--- config.mk ---
export PLATFORM = sky130hd
export DESIGN_NAME = pll_lock_monitor
export DESIGN_NICKNAME = d
export VERILOG_FILES = /design/src/rtl/pll_lock_monitor_pkg.sv /design/src/rtl/pll_lock_monitor_sync_2ff.sv /design/src/rtl/pll_lock_monitor.sv
export SDC_FILE = /design/constraint.sdc
export NUM_CORES = 1
export LEC_CHECK = 0
export ABC_AREA = 1
export CORE_MARGIN = 2
export CORE_UTILIZATION = 50
export CTS_BUF_LIST = sky130_fd_sc_hd__clkbuf_16
export CTS_CLUSTER_DIAMETER = 100
export DETAILED_ROUTE_END_ITERATION = 8
export PLACE_DENSITY = 0.73
export SLEW_MARGIN = 10
export SYNTH_ARGS = -nofsm -noshare
export SYNTH_HDL_FRONTEND = slang
export SYNTH_HIERARCHICAL = 1
export SYNTH_SLANG_ARGS = --single-unit
export TNS_END_PERCENT = 5
--- constraint.sdc ---
create_clock -name clock -period 2.2 [get_ports clock]
set_input_delay 0.44 -clock clock [delete_from_list [all_inputs] [get_ports clock]]
set_output_delay 0.44 -clock clock [all_outputs]
set_load 0.02 [all_outputs]
--- src/rtl/pll_lock_monitor_pkg.sv ---
// Shared definitions for the PLL lock monitor: FSM state codes and 12 MHz board defaults.
package pll_lock_monitor_pkg;

    typedef enum logic [1:0] {
        ST_WAIT_STABLE = 2'd0,
        ST_RUNNING     = 2'd1,
        ST_LOST        = 2'd2
    } pll_state_e;

    localparam int unsigned DEF_STABLE_CYCLES   = 16;
    localparam int unsigned DEF_MIN_HOLD_CYCLES = 8;
    localparam int unsigned DEF_COUNT_WIDTH     = 8;

    // Bits needed for a counter that runs 0..n-1, never less than one bit.
    function automatic int unsigned cnt_width(input int unsigned n);
        return (n <= 1) ? 1 : $clog2(n);
    endfunction

endpackage

--- src/rtl/pll_lock_monitor_sync_2ff.sv ---
// Two-flop synchroniser for a single asynchronous input; both stages clear to 0 on reset.
module pll_lock_monitor_sync_2ff (
    input  logic clock,
    input  logic reset,
    input  logic d_i,
    output logic q_o
);

    logic meta_q;
    logic sync_q;

    always_ff @(posedge clock) begin
        if (reset) begin
            meta_q <= 1'b0;
            sync_q <= 1'b0;
        end else begin
            meta_q <= d_i;
            sync_q <= meta_q;
        end
    end

    assign q_o = sync_q;

endmodule

--- src/rtl/pll_lock_monitor.sv ---
// Debounces PLL LOCK into a clean reset for the VGA domain and keeps lock-loss debug state.
module pll_lock_monitor
    import pll_lock_monitor_pkg::*;
#(
    parameter int unsigned STABLE_CYCLES   = DEF_STABLE_CYCLES,
    parameter int unsigned MIN_HOLD_CYCLES = DEF_MIN_HOLD_CYCLES,
    parameter int unsigned COUNT_WIDTH     = DEF_COUNT_WIDTH
) (
    input  logic                   clock,
    input  logic                   reset,
    input  logic                   locked,
    input  logic                   clear_flag,
    output logic                   pll_reset,
    output logic                   ready,
    output logic                   lock_lost,
    output logic [COUNT_WIDTH-1:0] loss_count,
    output logic [1:0]             state
);

    localparam int unsigned SW = cnt_width(STABLE_CYCLES);
    localparam int unsigned HW = cnt_width(MIN_HOLD_CYCLES);
    localparam logic [SW-1:0]          STABLE_LAST = SW'(STABLE_CYCLES - 1);
    localparam logic [HW-1:0]          HOLD_LAST   = HW'(MIN_HOLD_CYCLES - 1);
    localparam logic [COUNT_WIDTH-1:0] LOSS_MAX    = '1;

    logic lock_sync;

    pll_lock_monitor_sync_2ff u_lock_sync (
        .clock (clock),
        .reset (reset),
        .d_i   (locked),
        .q_o   (lock_sync)
    );

    pll_state_e             state_q, state_d;
    logic [SW-1:0]          stable_q, stable_d;
    logic [HW-1:0]          hold_q, hold_d;
    logic [COUNT_WIDTH-1:0] loss_q, loss_d;
    logic                   lost_q, lost_d;
    logic                   pll_reset_q, pll_reset_d;
    logic                   ready_q, ready_d;

    always_ff @(posedge clock) begin
        if (reset) begin
            state_q     <= ST_WAIT_STABLE;
            stable_q    <= '0;
            hold_q      <= '0;
            loss_q      <= '0;
            lost_q      <= 1'b0;
            pll_reset_q <= 1'b1;
            ready_q     <= 1'b0;
        end else begin
            state_q     <= state_d;
            stable_q    <= stable_d;
            hold_q      <= hold_d;
            loss_q      <= loss_d;
            lost_q      <= lost_d;
            pll_reset_q <= pll_reset_d;
            ready_q     <= ready_d;
        end
    end

    always_comb begin
        state_d  = state_q;
        stable_d = stable_q;
        hold_d   = hold_q;
        loss_d   = loss_q;
        lost_d   = lost_q;

        // A loss below overrides this, so a coincident set beats the clear.
        if (clear_flag) begin
            lost_d = 1'b0;
        end

        case (state_q)
            ST_WAIT_STABLE: begin
                if (!lock_sync) begin
                    stable_d = '0;
                end else if (stable_q == STABLE_LAST) begin
                    state_d = ST_RUNNING;
                end else begin
                    stable_d = stable_q + 1'b1;
                end
            end
            ST_RUNNING: begin
                if (!lock_sync) begin
                    state_d = ST_LOST;
                    hold_d  = '0;
                    lost_d  = 1'b1;
                    if (loss_q != LOSS_MAX) begin
                        loss_d = loss_q + 1'b1;
                    end
                end
            end
            ST_LOST: begin
                // Lock is ignored here; stability counting restarts from zero on exit.
                if (hold_q == HOLD_LAST) begin
                    state_d  = ST_WAIT_STABLE;
                    stable_d = '0;
                end else begin
                    hold_d = hold_q + 1'b1;
                end
            end
            default: begin
                state_d  = ST_WAIT_STABLE;
                stable_d = '0;
            end
        endcase

        pll_reset_d = (state_d != ST_RUNNING);
        ready_d     = (state_d == ST_RUNNING);
    end

    assign pll_reset  = pll_reset_q;
    assign ready      = ready_q;
    assign lock_lost  = lost_q;
    assign loss_count = loss_q;
    assign state      = state_q;

endmodule

==> results.py, run 1 <==
metrics = {
    "worst_setup_path": {
        "reg_to_reg_setup_timing_slack_ns": 0.80,
        "worst_ep_required_time_ns": 1.76,
        "cp_buf_inv_count": 1,
        "crit-reg2reg-capture": "loss_count[1]",
        "crit_arrival_ns": 1.33,
        "timing.critical_path.cells": "clkdlybuf4s50_1",
        "category_of_the_worst_setup_path_capture_point": "primary output",
        "startpoint_type": "register",
        "timing.setup.critical_path_class": "reg2out",
        "worst_r2r_startpoint": "loss_count[0]",
        "crit_family": "buffers and inverters",
        "crit_slowest_cell": "sky130_fd_sc_hd__clkdlybuf4s50_1",
        "timing.reg2reg.worst_path_depth": 8,
        "critical_path_fanouts_max": 6,
        "critical-path-max-stage-delay_ns": 0.64,
    },
    "global_route": {
        "globalRouteOverflowTotal": 0,
        "antenna_found_initial": 0,
        "grt_use_total_pct": 19.4,
        "grt_first_pass_wirelength_mm": 3.74,
        "grt_max_degree": 13,
        "via_count_of_the_first_global_routing_pass": 915,
    },
    "run": {
        "max-cap-violations": 0,
    },
    "final_layout": {
        "fin_nets": 178,
        "layout.cells.most_common": "sky130_fd_sc_hd__nand2_1",
        "synth_to_final_area_change_pct": 25.8,
        "layout.cells.most_common_list": "sky130_fd_sc_hd__nand2_1 (31), sky130_fd_sc_hd__inv_1 (24), sky130_fd_sc_hd__nor2_1 (22), sky130_fd_sc_hd__dfxtp_1 (22), sky130_fd_sc_hd__clkdlybuf4s50_1 (16)",
        "drive_above_1_share_pct": 12.4,
        "area_of_all_placed_cells_without_fillers_mm2": 0.00135,
        "ant_cells": 0,
        "layout.cells.non_filler": 196,
    },
    "drt": {
        "first_pass_iters": 4,
        "totalWireLength_mm": 2.12,
        "drc_errors": 0,
        "wl_per_cell_um": 10.8,
        "ant_nets": 0,
        "num_vias": 953,
        "drt_first_iter_violations": 19,
        "viasPerCell": 4.86,
    },
    "synthesis": {
        "seq_area_frac_synth_pct": 41.1,
        "synth_cell_types": 22,
        "postSynthAreaPerCell_um2": 7.19,
        "synth.cell_area_mm2": 0.00107,
        "number_of_warnings_printed_during_yosys_synthesis": 6,
        "synthesized_netlist_cell_count": 149,
        "postSynthRegisterBits": 22,
        "postSynthNetCount": 157,
    },
    "placed_design": {
        "dpl.hpwl_mm": 1.67,
        "dpl-instance-area_mm2": 0.00127,
        "number_of_instances_in_the_placed_design": 192,
        "gp_routability_congestion": 0.854,
        "port_buffers": 16,
    },
    "clock_network": {
        "numCtsBuffers": 3,
        "cts_setup_buffers": 0,
        "clk_transition_reported_paths_ns": 0.06,
        "cts.htree.levels": 1,
        "post_cts_sizing": 0,
        "cts_tree": "built",
        "clock_insertion_delay_worst_skew_ns": 0.25,
        "cts.hold.buffers_added": 0,
        "clockBufferDepth": 2,
        "root_buffer": "sky130_fd_sc_hd__clkbuf_16",
        "tritoncts_num_sinks": 22,
    },
    "floorplanning": {
        "die_h_um": 50.3,
        "initial_core_util_pct": 54.0,
        "floorplan.rows": 16,
        "placeableCoreArea_mm2": 0.00198,
        "die-area_mm2": 0.00253,
        "floorplan.die.width_um": 50.3,
        "ios": 17,
    },
    "timing": {
        "final_worst_path_period_share_pct": 80.3,
        "rsz_0062_raised_after_global_routing": "false",
        "fin_skew_ns": 0.00205,
        "finalWorstPathRequiredPeriod_ns": 1.77,
        "report.final.slew_viol_count": 0,
        "hold_viol_final": 0,
        "relSlewSlack_pct": 76.6,
        "maxClockFrequency_mhz": 566,
        "timing.setup.tns_ns": 0,
        "fin_worst_hold_slack_ns": 0.423,
        "report.final.setup_viol": 0,
        "timing_worst_slew_pin_value_ns": 0.350,
    },
    "power": {
        "vdd.ir_drop.worst_v": 0.000406,
        "cellLeakagePower_uw": 0.000569,
        "power.total_uw": 800,
        "power_per_cell_area_mw_per_mm2": 594,
    },
    "min_path": {
        "worst_hold_endpoint": "u_lock_sync/q_o",
        "hold_start": "u_lock_sync/meta_q",
        "min_path_type": "reg2reg",
        "hold_path_depth": 2,
    },
    "run_status": {
        "status": "complete, no violations",
    },
}
[final cells by class]
cell class / instances / area (um2)
well taps: 27 / 33.8
flip-flops and latches: 22 / 440
fillers: 173 / 634
inverters: 25 / 93.8
clock inverters: 1 / 3.75
multi-input cells: 101 / 533
clock buffers: 3 / 75.1
repair buffers: 17 / 168
[how the worst max path moves through the flow]
stage | from | endpoint | depth (start not counted) | slack, ns
2_1_floorplan | loss_count[1] | loss_count[4] | 8 | 0.81
3_3_place_gp | reset | loss_count[2] | 6 | 0.58
3_5_place_dp | reset | loss_count[2] | 6 | 0.55
4_1_cts | loss_count[2] | loss_count[2] | 1 | 0.43
5_1_grt | loss_count[2] | loss_count[2] | 1 | 0.38
6_report | loss_count[2] | loss_count[2] | 1 | 0.43
[synth_stat cells]
library cell	n	area (um2)
sky130_fd_sc_hd__inv_2	1	3.75
sky130_fd_sc_hd__nand2_1	31	116
sky130_fd_sc_hd__o21ai_1	1	5.00
sky130_fd_sc_hd__nor2_1	22	82.6
sky130_fd_sc_hd__o21ai_0	5	25.0
sky130_fd_sc_hd__nor2_2	2	12.5
sky130_fd_sc_hd__inv_1	24	90.1
sky130_fd_sc_hd__a21oi_2	3	26.3
sky130_fd_sc_hd__nand2_2	5	31.3
sky130_fd_sc_hd__buf_1	1	3.75
sky130_fd_sc_hd__nand3_1	7	35.0
sky130_fd_sc_hd__or2_2	1	6.26
sky130_fd_sc_hd__nor2_4	2	22.5
sky130_fd_sc_hd__a21oi_1	8	40.0
sky130_fd_sc_hd__nand3b_1	1	7.51
sky130_fd_sc_hd__dfxtp_1	22	440
sky130_fd_sc_hd__xor2_1	1	8.76
sky130_fd_sc_hd__nand2_4	1	11.3
sky130_fd_sc_hd__nand3_2	2	20.0
sky130_fd_sc_hd__ha_1	4	50.1
sky130_fd_sc_hd__nand4_1	4	25.0
sky130_fd_sc_hd__o21bai_1	1	7.51
[registers in the layout, summed over array words and instances (netlist names)]
register            count
ready                   1
u_lock_sync/q_o         1
loss_count              8
hold_q                  3
lock_lost               1
u_lock_sync/meta_q      1
state                   2
pll_reset               1
stable_q                4
[power by group]
| part | internal (uW) | leakage, uW | total, uW | switching (uW) |
|---|---|---|---|---|
| logic | 8.57 | 0.000353 | 19.5 | 10.9 |
| registers | 401 | 0.000178 | 403 | 2.67 |
| clock network | 242 | 0.0000385 | 377 | 135 |
[stage by stage]
step,utilization [%],worst slack [ns]
after CTS,68.0,0.428
after global placement,64.0,0.576
after detailed placement,64.0,0.549
after global routing,68.0,0.385
final,68.0,0.433
after floorplan,-,0.810
[metal layers]
metal / routed length, um / vias to the layer above / global-route usage (%)
li1: - / 503 / -
met1: 962 / 435 / 22.0
met2: 1070 / 13 / 34.9
met3: 73 / 2 / 3.87
met4: 11 / 0 / 8.33
met5: 0 / - / 0
[logic make-up after synthesis]
logic type | after synthesis | synth area share, %
fa+ha+maj | 4 | 4.67
xor+xnor | 1 | 0.818
buf+inv | 26 | 9.11
simple gates | 78 | 34.6
compound gates | 18 | 9.70
flops | 22 | 41.1
Power figures use the tool's default switching activity.
==> inputs of run 2 (changes only) <==
--- a/config.mk
+++ b/config.mk
@@ -7,11 +7,11 @@
 export LEC_CHECK = 0
 export ABC_AREA = 1
 export CORE_MARGIN = 2
-export CORE_UTILIZATION = 50
+export CORE_UTILIZATION = 46
 export CTS_BUF_LIST = sky130_fd_sc_hd__clkbuf_16
 export CTS_CLUSTER_DIAMETER = 100
 export DETAILED_ROUTE_END_ITERATION = 8
-export PLACE_DENSITY = 0.73
+export PLACE_DENSITY = 0.71
 export SLEW_MARGIN = 10
 export SYNTH_ARGS = -nofsm -noshare
 export SYNTH_HDL_FRONTEND = slang
==> constraint.sdc (replaced) <==
create_clock -name clock -period 1.6 [get_ports clock]
set_input_delay 0.32 -clock clock [delete_from_list [all_inputs] [get_ports clock]]
set_output_delay 0.32 -clock clock [all_outputs]
set_load 0.02 [all_outputs]
==> results.py, run 2 (synthesis results as in run 1) <==
metrics = {
    "run_status": {
        "status": "complete, no violations",
    },
    "worst_setup_path": {
        "crit_family": "buffers and inverters",
        "startpoint_type": "register",
        "category_of_the_worst_setup_path_capture_point": "primary output",
        "critical-path-max-stage-delay_ns": 0.60,
        "crit-reg2reg-capture": "stable_q[2]",
        "timing.critical_path.cells": "clkdlybuf4s50_1",
        "timing.setup.critical_path_class": "reg2out",
        "cp_buf_inv_count": 1,
        "reg_to_reg_setup_timing_slack_ns": 0.17,
        "crit_slowest_cell": "sky130_fd_sc_hd__clkdlybuf4s50_1",
        "critical_path_fanouts_max": 2,
        "worst_r2r_startpoint": "hold_q[0]",
        "crit_arrival_ns": 1.19,
        "worst_ep_required_time_ns": 1.28,
        "timing.reg2reg.worst_path_depth": 8,
    },
    "min_path": {
        "hold_path_depth": 2,
        "worst_hold_endpoint": "u_lock_sync/q_o",
        "hold_start": "u_lock_sync/meta_q",
        "min_path_type": "reg2reg",
    },
    "final_layout": {
        "largest_register_ffs": 8,
        "ant_cells": 0,
        "area_of_all_placed_cells_without_fillers_mm2": 0.00135,
        "drive_above_1_share_pct": 12.9,
        "fin_nets": 179,
        "finalCoreUtilization_pct": 61.1,
        "layout.cells.most_common": "sky130_fd_sc_hd__nand2_1",
        "synth_to_final_area_change_pct": 26.2,
        "layout.cells.most_common_list": "sky130_fd_sc_hd__nand2_1 (31), sky130_fd_sc_hd__inv_1 (24), sky130_fd_sc_hd__nor2_1 (22), sky130_fd_sc_hd__dfxtp_1 (22)",
    },
    "placed_design": {
        "dpl-instance-area_mm2": 0.00128,
        "dpl.hpwl_mm": 1.71,
        "gp_routability_congestion": 0.842,
        "port_buffers": 16,
    },
    "global_route": {
        "antenna_found_initial": 0,
        "grt_first_pass_wirelength_mm": 3.94,
        "via_count_of_the_first_global_routing_pass": 956,
        "globalRouteOverflowTotal": 0,
        "grt_use_total_pct": 20.0,
        "grt_max_degree": 13,
    },
    "power": {
        "power.total_uw": 1120,
        "cellLeakagePower_uw": 0.000651,
        "vdd.ir_drop.worst_v": 0.000670,
        "power_per_cell_area_mw_per_mm2": 832,
    },
    "drt": {
        "num_vias": 975,
        "first_pass_iters": 4,
        "totalWireLength_mm": 2.21,
        "drt_first_iter_violations": 10,
        "ant_nets": 0,
        "wl_per_cell_um": 11.1,
        "viasPerCell": 4.92,
        "drc_errors": 0,
    },
    "timing": {
        "fin_skew_ns": 0.00261,
        "fin_worst_hold_slack_ns": 0.407,
        "rsz_0062_raised_after_global_routing": "false",
        "maxClockFrequency_mhz": 664,
        "report.final.setup_viol": 0,
        "report.final.slew_viol_count": 0,
        "timing_worst_slew_pin_value_ns": 0.291,
        "finalWorstPathRequiredPeriod_ns": 1.51,
        "final_worst_path_period_share_pct": 94.2,
        "timing.setup.tns_ns": 0,
        "relSlewSlack_pct": 80.6,
        "hold_viol_final": 0,
    },
    "clock_network": {
        "clk_transition_reported_paths_ns": 0.06,
        "root_buffer": "sky130_fd_sc_hd__clkbuf_16",
        "numCtsBuffers": 3,
        "clockBufferDepth": 2,
        "cts_tree": "built",
        "clock_insertion_delay_worst_skew_ns": 0.26,
        "tritoncts_num_sinks": 22,
        "cts.htree.levels": 1,
        "cts.hold.buffers_added": 0,
        "cts_setup_buffers": 0,
    },
    "floorplanning": {
        "floorplan.die.width_um": 52.3,
        "ios": 17,
        "die_h_um": 52.3,
        "placeableCoreArea_mm2": 0.00221,
        "initial_core_util_pct": 48.4,
        "die-area_mm2": 0.00273,
        "floorplan.rows": 17,
    },
    "run": {
        "max-cap-violations": 0,
    },
}
[run 2: layout make-up]
type                       count  area, um2
inverter                      25       93.8
clock inverter                 1       3.75
tap                           28       35.0
sequential                    22        440
timing repair buffer          18        170
multi-input combinational    101        533
fill                         215        861
clock buffer                   3       75.1
[run 2: stage by stage]
step | worst slack (ns) | cells
2_1_floorplan | 0.210 | 149
3_3_place_gp | 0.241 | 194
3_5_place_dp | 0.170 | 194
4_1_cts | 0.0242 | 198
5_1_grt | 0.0424 | 198
6_report | 0.0930 | 198
[run 2: layer usage]
layer | GRT usage (%) | share of wire, % | up-vias
li1 | - | - | 505
met1 | 22.6 | 46 | 437
met2 | 34.4 | 47 | 28
met3 | 4.57 | 4.9 | 5
met4 | 11.5 | 2.4 | 0
met5 | 0 | 0 | -
[run 2: how the worst max path moves through the flow]
| stage | startpoint | endpoint | cells after the start |
|---|---|---|---|
| after floorplan | loss_count[1] | loss_count[4] | 8 |
| after global placement | loss_count[2] | loss_count[2] | 1 |
| after detailed placement | loss_count[1] | loss_count[1] | 8 |
| after CTS | loss_count[6] | loss_count[6] | 1 |
| after global routing | loss_count[1] | loss_count[1] | 8 |
| final | lock_lost | lock_lost | 1 |
[run 2: power by group]
part | total [uW] | switching (uW) | internal, uW | leakage, uW
clock | 542 | 208 | 334 | 0.0000385
sequential | 555 | 3.70 | 551 | 0.000178
combinational | 28.1 | 14.7 | 13.4 | 0.000434
[run 2: what timing repair did]
item,4_1_cts,5_1_grt
endpoints found under the setup margin,8,2
cloned,0,0
resized for setup,8,2
